**config.mk**
```make
export PLATFORM = sky130hd
export DESIGN_NAME = instruction_fetch_stage_flat
export DESIGN_NICKNAME = d
export VERILOG_FILES = /design/src/rtl/instruction_fetch_stage_pkg.sv /design/src/rtl/instruction_fetch_stage_if.sv /design/src/rtl/instruction_fetch_stage_ifid_register.sv /design/src/rtl/instruction_fetch_stage.sv /design/src/flat_wrapper.sv
export SDC_FILE = /design/constraint.sdc
export NUM_CORES = 1
export LEC_CHECK = 0
export ABC_CLOCK_PERIOD_IN_PS = 3830
export CORE_MARGIN = 2
export CORE_UTILIZATION = 49
export CTS_CLUSTER_DIAMETER = 200
export CTS_CLUSTER_SIZE = 30
export DETAILED_ROUTE_END_ITERATION = 8
export GPL_ROUTABILITY_DRIVEN = 0
export PLACE_DENSITY_LB_ADDON = 0.05
export SETUP_SLACK_MARGIN = 0.3
export SYNTH_ARGS = -nofsm -noshare
export SYNTH_HDL_FRONTEND = slang
export SYNTH_SLANG_ARGS = --single-unit
```
**constraint.sdc**
```tcl
create_clock -name clk_i -period 3.83 [get_ports clk_i]
set_input_delay 0.766 -clock clk_i [delete_from_list [all_inputs] [get_ports clk_i]]
set_output_delay 0.766 -clock clk_i [all_outputs]
set_load 0.1 [all_outputs]
```
**src/rtl/instruction_fetch_stage_pkg.sv**
```systemverilog
// Shared types and constants for the instruction fetch stage.
package instruction_fetch_stage_pkg;

  typedef enum logic [1:0] {
    ST_BOOT   = 2'd0,
    ST_RUN    = 2'd1,
    ST_HALTED = 2'd2
  } fetch_state_e;

  localparam logic [31:0] RESET_PC_DEFAULT  = 32'h0000_0000;
  localparam logic [31:0] HALT_WORD_DEFAULT = 32'hFFFF_FFFF;
  localparam logic [31:0] NOP_WORD          = 32'h0000_0000;
  localparam logic [31:0] PC_INCR           = 32'd4;

  function automatic logic [31:0] align_word(input logic [31:0] addr);
    return {addr[31:2], 2'b00};
  endfunction

endpackage

```
**src/rtl/instruction_fetch_stage_if.sv**
```systemverilog
// Control, instruction-memory and IF/ID signals of the fetch stage.
interface instruction_fetch_stage_if;
  logic        stall;
  logic        flush;
  logic        redirect;
  logic [31:0] redirect_target;
  logic [31:0] imem_address;
  logic [31:0] imem_instruction;
  logic [31:0] pc;
  logic [31:0] ifid_instruction;
  logic [31:0] ifid_pcplus4;
  logic        ifid_valid;
  logic        halted;
  logic        misaligned;
  logic [31:0] fetch_count;

  modport master (
    input  stall, flush, redirect, redirect_target, imem_instruction,
    output imem_address, pc, ifid_instruction, ifid_pcplus4, ifid_valid,
           halted, misaligned, fetch_count
  );

  modport slave (
    output stall, flush, redirect, redirect_target, imem_instruction,
    input  imem_address, pc, ifid_instruction, ifid_pcplus4, ifid_valid,
           halted, misaligned, fetch_count
  );
endinterface

```
**src/rtl/instruction_fetch_stage_ifid_register.sv**
```systemverilog
// IF/ID pipeline register; bubble clears Valid only, capture loads all fields.
module ifid_register
  import instruction_fetch_stage_pkg::*;
(
  input  logic        clk_i,
  input  logic        rst_n_i,
  input  logic        capture_i,
  input  logic        bubble_i,
  input  logic [31:0] instr_i,
  input  logic [31:0] pcplus4_i,
  output logic [31:0] instr_o,
  output logic [31:0] pcplus4_o,
  output logic        valid_o
);

  logic [31:0] instr_q, instr_d;
  logic [31:0] pcplus4_q, pcplus4_d;
  logic        valid_q, valid_d;

  always_comb begin
    instr_d   = instr_q;
    pcplus4_d = pcplus4_q;
    valid_d   = valid_q;
    if (bubble_i) begin
      valid_d = 1'b0;
    end else if (capture_i) begin
      instr_d   = instr_i;
      pcplus4_d = pcplus4_i;
      valid_d   = 1'b1;
    end
  end

  always_ff @(posedge clk_i or negedge rst_n_i) begin
    if (!rst_n_i) begin
      instr_q   <= NOP_WORD;
      pcplus4_q <= '0;
      valid_q   <= 1'b0;
    end else begin
      instr_q   <= instr_d;
      pcplus4_q <= pcplus4_d;
      valid_q   <= valid_d;
    end
  end

  assign instr_o   = instr_q;
  assign pcplus4_o = pcplus4_q;
  assign valid_o   = valid_q;

endmodule

```
**src/rtl/instruction_fetch_stage.sv**
```systemverilog
// Fetch stage: PC, BOOT/RUN/HALTED sequencing, fetch counter and IF/ID capture.
module instruction_fetch_stage
  import instruction_fetch_stage_pkg::*;
#(
  parameter logic [31:0] RESET_PC  = RESET_PC_DEFAULT,
  parameter logic [31:0] HALT_WORD = HALT_WORD_DEFAULT
) (
  input logic                        clk_i,
  input logic                        rst_n_i,
  instruction_fetch_stage_if.master  bus
);

  fetch_state_e state_q, state_d;
  logic [31:0]  pc_q, pc_d;
  logic [31:0]  count_q, count_d;
  logic         misaligned_q, misaligned_d;
  logic         ifid_capture, ifid_bubble;
  logic [31:0]  pc_plus4;
  logic         is_halt_word;

  assign pc_plus4     = pc_q + PC_INCR;
  assign is_halt_word = (bus.imem_instruction == HALT_WORD);

  always_ff @(posedge clk_i or negedge rst_n_i) begin
    if (!rst_n_i) begin
      state_q      <= ST_BOOT;
      pc_q         <= RESET_PC;
      count_q      <= '0;
      misaligned_q <= 1'b0;
    end else begin
      state_q      <= state_d;
      pc_q         <= pc_d;
      count_q      <= count_d;
      misaligned_q <= misaligned_d;
    end
  end

  always_comb begin
    state_d = state_q;
    unique case (state_q)
      ST_BOOT:   state_d = ST_RUN;
      ST_RUN: begin
        if (!bus.redirect && !bus.flush && !bus.stall && is_halt_word)
          state_d = ST_HALTED;
      end
      ST_HALTED: if (bus.redirect) state_d = ST_RUN;
      default:   state_d = ST_BOOT;
    endcase
  end

  // Redirect wins in every state; Stall/Flush only matter while running.
  always_comb begin
    pc_d         = pc_q;
    count_d      = count_q;
    misaligned_d = 1'b0;
    ifid_capture = 1'b0;
    ifid_bubble  = 1'b0;
    if (bus.redirect) begin
      pc_d         = align_word(bus.redirect_target);
      misaligned_d = |bus.redirect_target[1:0];
    end
    unique case (state_q)
      ST_BOOT: ;
      ST_RUN: begin
        if (bus.redirect) begin
          ifid_bubble = 1'b1;
        end else if (bus.flush) begin
          ifid_bubble = 1'b1;
          if (!bus.stall) pc_d = pc_plus4;
        end else if (!bus.stall) begin
          ifid_capture = 1'b1;
          count_d      = count_q + 32'd1;
          if (!is_halt_word) pc_d = pc_plus4;
        end
      end
      ST_HALTED: ifid_bubble = 1'b1;
      default: ;
    endcase
  end

  ifid_register u_ifid (
    .clk_i     (clk_i),
    .rst_n_i   (rst_n_i),
    .capture_i (ifid_capture),
    .bubble_i  (ifid_bubble),
    .instr_i   (bus.imem_instruction),
    .pcplus4_i (pc_plus4),
    .instr_o   (bus.ifid_instruction),
    .pcplus4_o (bus.ifid_pcplus4),
    .valid_o   (bus.ifid_valid)
  );

  assign bus.imem_address = pc_q;
  assign bus.pc           = pc_q;
  assign bus.halted       = (state_q == ST_HALTED);
  assign bus.misaligned   = misaligned_q;
  assign bus.fetch_count  = count_q;

endmodule

```
**src/flat_wrapper.sv**
```systemverilog
// flat-port wrapper written by rule: the top's interface ports become plain ports
module instruction_fetch_stage_flat import instruction_fetch_stage_pkg::*;
#(
  parameter logic [31:0] RESET_PC  = RESET_PC_DEFAULT,
  parameter logic [31:0] HALT_WORD = HALT_WORD_DEFAULT
)
  (clk_i, rst_n_i, bus_stall, bus_flush, bus_redirect, bus_redirect_target, bus_imem_instruction, bus_imem_address, bus_pc, bus_ifid_instruction, bus_ifid_pcplus4, bus_ifid_valid, bus_halted, bus_misaligned, bus_fetch_count);
  instruction_fetch_stage_if bus_i ();
  input logic clk_i;
  input logic rst_n_i;
  input wire logic [$bits(bus_i.stall)-1:0] bus_stall;
  input wire logic [$bits(bus_i.flush)-1:0] bus_flush;
  input wire logic [$bits(bus_i.redirect)-1:0] bus_redirect;
  input wire logic [$bits(bus_i.redirect_target)-1:0] bus_redirect_target;
  input wire logic [$bits(bus_i.imem_instruction)-1:0] bus_imem_instruction;
  output wire logic [$bits(bus_i.imem_address)-1:0] bus_imem_address;
  output wire logic [$bits(bus_i.pc)-1:0] bus_pc;
  output wire logic [$bits(bus_i.ifid_instruction)-1:0] bus_ifid_instruction;
  output wire logic [$bits(bus_i.ifid_pcplus4)-1:0] bus_ifid_pcplus4;
  output wire logic [$bits(bus_i.ifid_valid)-1:0] bus_ifid_valid;
  output wire logic [$bits(bus_i.halted)-1:0] bus_halted;
  output wire logic [$bits(bus_i.misaligned)-1:0] bus_misaligned;
  output wire logic [$bits(bus_i.fetch_count)-1:0] bus_fetch_count;
  assign bus_i.stall = bus_stall;
  assign bus_i.flush = bus_flush;
  assign bus_i.redirect = bus_redirect;
  assign bus_i.redirect_target = bus_redirect_target;
  assign bus_i.imem_instruction = bus_imem_instruction;
  assign bus_imem_address = bus_i.imem_address;
  assign bus_pc = bus_i.pc;
  assign bus_ifid_instruction = bus_i.ifid_instruction;
  assign bus_ifid_pcplus4 = bus_i.ifid_pcplus4;
  assign bus_ifid_valid = bus_i.ifid_valid;
  assign bus_halted = bus_i.halted;
  assign bus_misaligned = bus_i.misaligned;
  assign bus_fetch_count = bus_i.fetch_count;
  instruction_fetch_stage #(.RESET_PC(RESET_PC), .HALT_WORD(HALT_WORD)) u_core (.clk_i(clk_i), .rst_n_i(rst_n_i), .bus(bus_i));
endmodule
```
==> flow_metrics.tcl, run 1 <==
set metrics [dict create \
    status "finished clean" \
    cp_slowest_stage_delay_ns 1.21 \
    setup_viol 0 \
    design_area_um2 9279 \
    cp_max_fo 9 \
    overflow 0 \
    syn2layout_area_growth_pct 44.00 \
    dpl-instance-area_um2 8687 \
    dp_hpwl_mm 12.70 \
    routed.top_layer "met4" \
    skew_ns 0.006273 \
    numPortBuffers 231 \
    cts_root_buffer "clkbuf_16" \
    first_pass_iters 4 \
    cts_tree "yes" \
    leakage_nw 3.799 \
    seq_area_frac_synth_pct 51.26 \
    postCtsSetupBuffers 0 \
    die_h_um 118.7 \
    fin_hold_ws_ns 0.3671 \
    rsz0062_at_grt "false" \
    intPower_mw 3.432 \
    grt_pass1_vias 5503 \
    critPathSlowestCell "clkdlybuf4s50_1" \
    power.clock.fraction_pct 24.1 \
    detail-route-antenna-nets 0 \
    synth_top_flop_cell "dfrtp_1" \
    path_cells "clkdlybuf4s50_1" \
    layout.nets 899 \
    drt_iter0_drc 419 \
    power.switching_mw 3.282 \
    antenna_found_initial 0 \
    crit_buf_inv 1 \
    drt-wirelength-per-cell_um 17.31 \
    wl_met1_mm 7.135 \
    crit_required_ns 3.06 \
    clkTransAtPathRegs_ns 0.05 \
    finalHoldViolCount 0 \
    viasPerCell 5.456 \
    hp-class "primary input to asynchronous set/reset pin" \
    layout-drive-gt1-share_pct 10.51 \
    r2r_slack_ns 1.27 \
    p_per_area_nw_per_um2 723.6 \
    grt_pass1_wl_mm 28.62 \
    clock.fmax_ghz 0.3408 \
    multi_input_area_um2 2753 \
    cts_hold_buf 0 \
    syn-mean-instance-area_um2 10.34 \
    comb_power_share_pct 48.3 \
    htreeDepth 4 \
    criticalPathCategory "flop to output pin" \
    synthArstFlopShare_pct 100.0 \
    vdd_drop_max_v 0.0004606 \
    dieArea_um2 14080 \
    core_um2 12720 \
    critPathTopFamily "buffers and inverters" \
    synth_edf_count 0 \
    syn_area_um2 6444 \
    clock_sinks 132 \
    arrival_ns 2.17 \
    fin_tns_setup_ns 0 \
    remaining_drc_errors 0 \
    ys_seq_elements 132 \
    fillers 979 \
    grt_start_max_net_pins 82 \
    switching_share_pct 48.89 \
    finalMaxSlewViolations 0 \
    syn_nets 697 \
    grt.total_usage_pct 25.65 \
    critPathLaunchType "flop" \
    finalWirelength_mm 17.47 \
    relSlewSlack_pct 29.55 \
    yosysWarnings 0 \
    end_kind "output pin" \
    die_w_um 118.7 \
    antenna_cells 0 \
    syn-instance-count 623 \
    floorplan.initialDensity_pct 50.65 \
    met3_length_mm 1.325 \
    num_io_pins 232 \
    synth_cell_types 48 \
    clkLatencyLatePin_ns 0.42 \
    dpl_worst_slack_ns 0.5045 \
    rows 41 \
    worst_pin_slew_ns 1.053 \
    route.vias.total 5505 \
    wl_met2_mm 8.641 \
    seq_power_share_pct 27.7 \
    fin_crit_ns 2.935 \
    finalCritPeriodShare_pct 76.62 \
    timing.final.ws_setup_ns 0.8953 \
    cts_buffer_depth 2 \
    postCtsResizedCells 0 \
    seq_area_um2 3303 \
    numCtsBuffers 17 \
    cap_violations 0 \
]
flip-flops by register name, summed over array words and instances (netlist names):
register	flops
u_core.bus.fetch_count	32
u_core.bus.imem_address	32
u_core.u_ifid.instr_o	32
u_core.u_ifid.pcplus4_o	32
u_core.state_q	2
u_core.bus.misaligned	1
u_core.u_ifid.valid_o	1
layout by cell type, fill, tap and decap left out, drive strengths merged, types with 2 or more instances in the layout:
cell	instances
nor2b	4
buf	11
nor4	4
and2	2
clkinv	2
and3	14
nor2	67
o31a	2
or4	3
o311ai	3
or3	18
ha	5
mux2i	3
bufinv	2
nand2	45
o211ai	2
mux2	38
o21ai	23
nand4	22
o221ai	4
clkbuf	28
o21a	2
clkdlybuf4s50	229
xor2	28
inv	9
a21oi	27
and4	6
or2	4
dfrtp	132
nor3	14
xnor2	28
a31oi	22
nand3	23
layout make-up:
class / instances / area share [%]
sequential: 132 / 35.60
multi-input combinational: 424 / 29.67
clock buffer: 28 / 5.677
tap: 172 / 2.319
clock inverter: 3 / 0.7012
inverter: 10 / 0.4045
timing repair buffer: 240 / 25.63
power groups by stage:
stage                     sequential [mW]  clock [mW]  combinational (mW)
after global routing                 1.90        1.70                3.33
after global placement               1.86           0                3.22
after detailed placement             1.88           0                3.25
final                                1.86        1.62                3.24
after floorplan                      3.70           0               0.635
after CTS                            1.86        1.64                3.26
routing by layer:
layer  vias up  GRT usage, %
met5         -             0
met4         0         10.04
met3        28         7.577
li1       2578             -
met1      2681         31.69
met2       218         42.28
metrics by stage:
stage	total power [mW]	std cells	utilization (%)
floorplan	4.330	623	-
global placement	5.088	978	68.28
detailed placement	5.123	978	68.28
CTS	6.754	1009	72.93
global route	6.924	1009	72.93
finish	6.714	1009	72.93
Yosys cell counts (2+ instances only):
library cell    n  area share, %
a21oi_1        27            2.1
a31oi_1        22            2.1
and2_1          2           0.19
and3_1         14            1.4
and4_1          6           0.82
buf_1           4           0.23
buf_2           9           0.70
buf_4          34            4.0
clkbuf_1       10           0.58
dfrtp_1       132             51
ha_1            5           0.97
inv_1           9           0.52
mux2_2         38            6.6
mux2i_1         3           0.47
nand2_1        45            2.6
nand3_1        22            1.7
nand4_1        22            2.1
nor2_1         67            3.9
nor2b_1         4           0.39
nor3_1         12           0.93
nor3_2          2           0.31
nor4_1          2           0.19
nor4_2          2           0.39
o211ai_1        2           0.23
o21a_1          2           0.23
o21ai_0        23            1.8
o221ai_1        4           0.54
o311ai_0        3           0.41
o31a_1          2           0.27
or2_2           4           0.39
or3_1          18            1.7
or4_1           2           0.23
xnor2_1        28            3.8
xor2_1         28            3.8
path summary, 6_finish.rpt:
check	start	endpoint	cells past startpoint
worst max-delay path	u_core.bus.imem_address[9]	bus_pc[9]	1
worst min-delay path	rst_n_i	u_core.u_ifid.pcplus4_o[24]	1
worst max register to register	u_core.state_q[1]	u_core.u_ifid.pcplus4_o[21]	8
worst min register to register	u_core.bus.fetch_count[31]	u_core.bus.fetch_count[31]	1
max in group asynchronous	rst_n_i	u_core.bus.fetch_count[6]	2
min in group clk_i	u_core.bus.fetch_count[31]	u_core.bus.fetch_count[31]	1
kinds of logic (layout without fill, tap and decap cells):
| kind of cell | after synthesis | after routing | share of synthesized area, % |
|---|---|---|---|
| XOR/XNOR | 56 | 56 | 7.612 |
| AND/OR/NAND/NOR | 230 | 230 | 18.37 |
| multiplexers | 41 | 41 | 7.107 |
| flip-flops | 132 | 132 | 51.26 |
| buffers and inverters | 67 | 281 | 6.058 |
| AO/OA/AOI/OAI | 92 | 92 | 8.621 |
| adder cells (fa/ha/maj) | 5 | 5 | 0.9709 |
Note: power is estimated with default switching activity, not from simulation.
==> inputs of run 2 (changes only) <==
--- a/config.mk
+++ b/config.mk
@@ -5,9 +5,9 @@
 export SDC_FILE = /design/constraint.sdc
 export NUM_CORES = 1
 export LEC_CHECK = 0
-export ABC_CLOCK_PERIOD_IN_PS = 3830
+export ABC_CLOCK_PERIOD_IN_PS = 2900
 export CORE_MARGIN = 2
-export CORE_UTILIZATION = 49
+export CORE_UTILIZATION = 45
 export CTS_CLUSTER_DIAMETER = 200
 export CTS_CLUSTER_SIZE = 30
 export DETAILED_ROUTE_END_ITERATION = 8
==> constraint.sdc (replaced) <==
create_clock -name clk_i -period 2.9 [get_ports clk_i]
set_input_delay 0.58 -clock clk_i [delete_from_list [all_inputs] [get_ports clk_i]]
set_output_delay 0.58 -clock clk_i [all_outputs]
set_load 0.1 [all_outputs]
==> flow_metrics.tcl, run 2 (synthesized netlist as in run 1, its figures left out) <==
set metrics [dict create \
    numCtsBuffers 17 \
    cts_hold_buf 0 \
    layout_common_cells "180 x buf_4, 126 x dfrtp_1, 67 x nor2_1, 67 x clkdlybuf4s50_1, 45 x nand2_1" \
    drt-wirelength-per-cell_um 16.95 \
    viasPerCell 5.367 \
    cts_root_buffer "clkbuf_16" \
    die_h_um 123.7 \
    p_per_area_nw_per_um2 975.0 \
    reg2reg_depth 7 \
    status "finished clean" \
    dieArea_um2 15290 \
    cts_buffer_depth 2 \
    finalMaxSlewViolations 0 \
    dpl_worst_slack_ns 0.09693 \
    finalWirelength_mm 17.40 \
    comb_power_share_pct 47.1 \
    rsz0062_at_grt "false" \
    cp_max_fo 8 \
    fin_crit_ns 2.413 \
    layout-drive-gt1-share_pct 31.64 \
    remaining_drc_errors 0 \
    fin_hold_ws_ns 0.2138 \
    intPower_mw 4.395 \
    num_io_pins 232 \
    finalHoldViolCount 0 \
    switching_share_pct 49.86 \
    criticalPathCategory "flop to flop" \
    r2r_start "u_core.state_q[1]" \
    instances_no_fill 1027 \
    clock.fmax_ghz 0.4143 \
    fin_tns_setup_ns 0 \
    p_total_mw 8.766 \
    htreeDepth 4 \
    finalCritPeriodShare_pct 83.22 \
    setup_viol 0 \
    route.vias.total 5512 \
    syn2layout_area_growth_pct 39.53 \
    design_area_um2 8991 \
    end_kind "flop" \
    grt_pass1_vias 5359 \
    power.clock.fraction_pct 24.7 \
    r2r_slack_ns 0.49 \
    drt_iter0_drc 346 \
    rows 43 \
    floorplan.initialDensity_pct 46.24 \
    detail-route-antenna-nets 0 \
    cap_violations 0 \
    cp-endpoint "u_core.bus.fetch_count[30]" \
    dp_cells 993 \
    clock_sinks 132 \
    clkLatencyLatePin_ns 0.42 \
    skew_ns 0.008026 \
    die_w_um 123.7 \
    cts_tree "yes" \
    critPathLaunchType "flop" \
    crit_start "u_core.state_q[1]" \
    r2r-end "u_core.bus.fetch_count[30]" \
    grt_pass1_wl_mm 27.31 \
    relSlewSlack_pct 50.89 \
    antenna_cells 0 \
    leakage_nw 4.048 \
    first_pass_iters 4 \
    core_um2 13930 \
    grt_start_max_net_pins 81 \
    worst_pin_slew_ns 0.7367 \
    crit_required_ns 3.23 \
    numPortBuffers 231 \
    vdd_drop_max_v 0.0007175 \
    dpl-instance-area_um2 8364 \
    final_util_pct 64.52 \
    final_common_cell "buf_4" \
    seq_power_share_pct 28.2 \
    clkTransAtPathRegs_ns 0.06 \
    timing.final.ws_setup_ns 0.4865 \
    grt.total_usage_pct 23.24 \
    overflow 0 \
    hp-class "primary input to asynchronous set/reset pin" \
    arrival_ns 2.75 \
    layout.nets 908 \
    power.switching_mw 4.371 \
    antenna_found_initial 0 \
    dp_hpwl_mm 12.55 \
]
run 2: changes by cell type in the layout (fill, tap and decap cells not counted), sizes merged:
cell	change
clkinvlp	+2
clkdlybuf4s50	-162
buf	+171
clkinv	+4
bufinv	+1
clkbuf	-6
run 2: power groups by stage:
stage,clock [mW],combinational [mW],sequential (mW)
after CTS,2.20,4.15,2.47
after global routing,2.29,4.26,2.52
after global placement,0,4.12,2.48
final,2.17,4.13,2.47
after detailed placement,0,4.14,2.49
after floorplan,0,0.838,4.88
run 2: layout make-up:
class / instances / area, µm²
repair buffers: 249 / 2053
flip-flops and latches: 132 / 3311
well taps: 180 / 225.2
fillers: 1162 / 4943
multi-input cells: 424 / 2770
clock inverters: 10 / 130.1
inverters: 10 / 37.54
clock buffers: 22 / 464.2
run 2: worst min path at each step:
stage                                          start                           to  depth (start not counted)
after global placement    u_core.bus.fetch_count[20]   u_core.bus.fetch_count[20]                          1
after CTS                                    rst_n_i  u_core.bus.imem_address[25]                          1
after floorplan                              rst_n_i    u_core.bus.fetch_count[0]                          0
after detailed placement  u_core.bus.fetch_count[20]   u_core.bus.fetch_count[20]                          1
final                                        rst_n_i  u_core.u_ifid.pcplus4_o[25]                          1
after global routing                         rst_n_i  u_core.u_ifid.pcplus4_o[25]                          1
run 2: critical path, stage by stage, from the launching register on:
cell and delay [ns]:
dfrtp_1 0.39, inv_1 0.09, ha_1 0.33, nor4b_4 0.38, nand3_2 0.19, or4_4 0.60
nor2_1 0.16, xor2_1 0.19
run 2: per-layer routing:
layer | vias to the layer above | wire length (µm) | GRT usage, %
met1 | 2684 | 7051 | 28.87
met3 | 26 | 1274 | 6.410
li1 | 2612 | - | -
met2 | 190 | 8688 | 38.39
met5 | - | 0 | 0
met4 | 0 | 389 | 9.304
run 2: what timing repair did:
item | in CTS | in global routing
gates resized for setup | 0 | 2
endpoints found under the setup margin | 0 | 7
setup buffers | 0 | 2
hold endpoints to repair | 0 | 0
==> inputs of run 3 (changes only) <==
--- a/config.mk
+++ b/config.mk
@@ -5,7 +5,7 @@
 export SDC_FILE = /design/constraint.sdc
 export NUM_CORES = 1
 export LEC_CHECK = 0
-export ABC_CLOCK_PERIOD_IN_PS = 2900
+export ABC_CLOCK_PERIOD_IN_PS = 2400
 export CORE_MARGIN = 2
 export CORE_UTILIZATION = 45
 export CTS_CLUSTER_DIAMETER = 200
==> constraint.sdc (replaced) <==
create_clock -name clk_i -period 2.4 [get_ports clk_i]
set_input_delay 0.48 -clock clk_i [delete_from_list [all_inputs] [get_ports clk_i]]
set_output_delay 0.48 -clock clk_i [all_outputs]
set_load 0.1 [all_outputs]
==> flow_metrics.tcl, run 3 (synthesized netlist as in run 1, its figures left out) <==
set metrics [dict create \
    status "finished clean" \
    criticalPathCategory "primary input to flop" \
    floorplan.initialDensity_pct 46.24 \
    viasPerCell 5.355 \
    p_per_area_nw_per_um2 1153 \
    vdd_drop_max_v 0.001011 \
    drt-wirelength-per-cell_um 16.91 \
    timing.final.ws_setup_ns 0.3773 \
    clock_sinks 132 \
    finalHoldViolCount 0 \
    fillers 1083 \
    instances_no_fill 1051 \
    antenna_found_initial 0 \
    dp_cells 1010 \
    worst_pin_slew_ns 0.6562 \
    rows 43 \
    cp_slowest_stage_delay_ns 0.49 \
    cts_buffer_depth 2 \
    critPathLaunchType "primary input" \
    grt_pass1_wl_mm 27.70 \
    drt_iter0_drc 463 \
    top_usage_layer "met2" \
    use_met3_pct 7.097 \
    setup_viol 0 \
    finalMaxSlewViolations 0 \
    crit_required_ns 2.71 \
    overflow 0 \
    final_util_pct 68.84 \
    grt_pass1_vias 5426 \
    grt_util_met1_pct 31.52 \
    fin_crit_ns 2.023 \
    detail-route-antenna-nets 0 \
    core_um2 13930 \
    clkTransAtPathRegs_ns 0.06 \
    htreeDepth 4 \
    cpMostUsedCell "buf_4" \
    relSlewSlack_pct 56.25 \
    numCtsBuffers 17 \
    cts_root_buffer "clkbuf_16" \
    cts_tree "yes" \
    fin_tns_setup_ns 0 \
    grt_start_max_net_pins 67 \
    arrival_ns 2.34 \
    design_area_um2 9593 \
    dpl-instance-area_um2 8756 \
    die_h_um 123.7 \
    cp_max_fo 4 \
    path_cells "clkdlybuf4s50_1 > nand4b_1 > nor4_2 > buf_4 > nand3_1 > buf_4 > and4_1 > nor4_1" \
    final_common_cell "buf_4" \
    syn2layout_area_growth_pct 48.87 \
    skew_ns 0.006793 \
    leakage_nw 4.234 \
    layout-drive-gt1-share_pct 40.76 \
    clkLatencyLatePin_ns 0.42 \
    layout.nets 932 \
    dpl_worst_slack_ns -0.1903 \
    dp_hpwl_mm 12.89 \
    remaining_drc_errors 0 \
    die_w_um 123.7 \
    dieArea_um2 15290 \
    critPathTopFamily "simple AND/OR/NAND/NOR gates" \
    first_pass_iters 5 \
    grt.total_usage_pct 23.54 \
    num_io_pins 232 \
    layout_common_cells "196 x buf_4, 82 x dfrtp_1, 66 x clkdlybuf4s50_1, 63 x nor2_1, 44 x nand2_1" \
    hp-class "primary input to asynchronous set/reset pin" \
    cts_hold_buf 0 \
    crit_buf_inv 3 \
    numPortBuffers 231 \
    critPathSlowestCell "clkdlybuf4s50_1" \
    antenna_cells 0 \
    clock.fmax_ghz 0.4944 \
    cap_violations 0 \
    grtUsageMet2_pct 36.13 \
    rsz0062_at_grt "true" \
    route.vias.total 5628 \
    finalWirelength_mm 17.77 \
    end_kind "flop" \
    finalCritPeriodShare_pct 84.28 \
]
## run 3: cell types whose count changed in the layout (fill, tap and decap cells not counted), sizes merged
cell / delta
inv: +1
dlygate4sd2: +1
buf: +24
clkbuf: -3
clkdlybuf4s50: -1
bufinv: +3
clkinv: -1
## run 3: through the flow
stage               hold slack [ns]  power (mW)
floorplan                    0.1844       6.954
global placement             0.4626       8.044
detailed placement           0.4689       8.085
CTS                         0.06831       11.12
global route                0.08660       11.43
finish                      0.04115       11.06
## run 3: power by group
| part | internal, mW | switching (mW) |
|---|---|---|
| logic | 1.03 | 4.01 |
| registers | 2.66 | 0.362 |
| clock network | 2.00 | 0.995 |
## run 3: layout make-up
cell class | instances | area (µm²) | share of cell area, %
inverters | 10 | 37.54 | 0.3913
multi-input cells | 424 | 2905 | 30.29
repair buffers | 273 | 2323 | 24.22
clock inverters | 13 | 227.7 | 2.374
well taps | 180 | 225.2 | 2.348
clock buffers | 19 | 452.9 | 4.722
flip-flops and latches | 132 | 3421 | 35.66
## run 3: final timing paths
kind                                              from                     endpoint  slack, ns  cells after the start
max                            bus_imem_instruction[0]  u_core.bus.imem_address[16]       0.38                      8
min                                            rst_n_i        u_core.bus.misaligned       0.04                      1
max reg2reg                u_core.bus.imem_address[17]  u_core.bus.imem_address[31]       0.39                      5
min reg2reg                 u_core.bus.fetch_count[20]   u_core.bus.fetch_count[20]       0.47                      1
max in group asynchronous                      rst_n_i  u_core.bus.imem_address[26]       1.66                      2
min in group clk_i          u_core.bus.fetch_count[20]   u_core.bus.fetch_count[20]       0.47                      1
## run 3: repair_timing
| item | 4_1_cts | 5_1_grt |
|---|---|---|
| gates resized for setup | 7 | 12 |
| pin swaps | 1 | 8 |
| cloned | 0 | 0 |
| setup endpoints to repair | 24 | 39 |
| buffers inserted | 3 | 6 |
## run 3: metal layers
metal,routed length (µm),share of wire [%]
met1,7681,43
met2,8329,47
met3,1403,7.9
met4,360,2.0
met5,0,0
## run 3: worst register-to-register path, cell delays in order (launching register included)
cell	delay (ns)
dfrtp_4	0.47
nand4_1	0.30
nor3_4	0.37
nand4_1	0.25
or3_1	0.37
a31oi_1	0.18
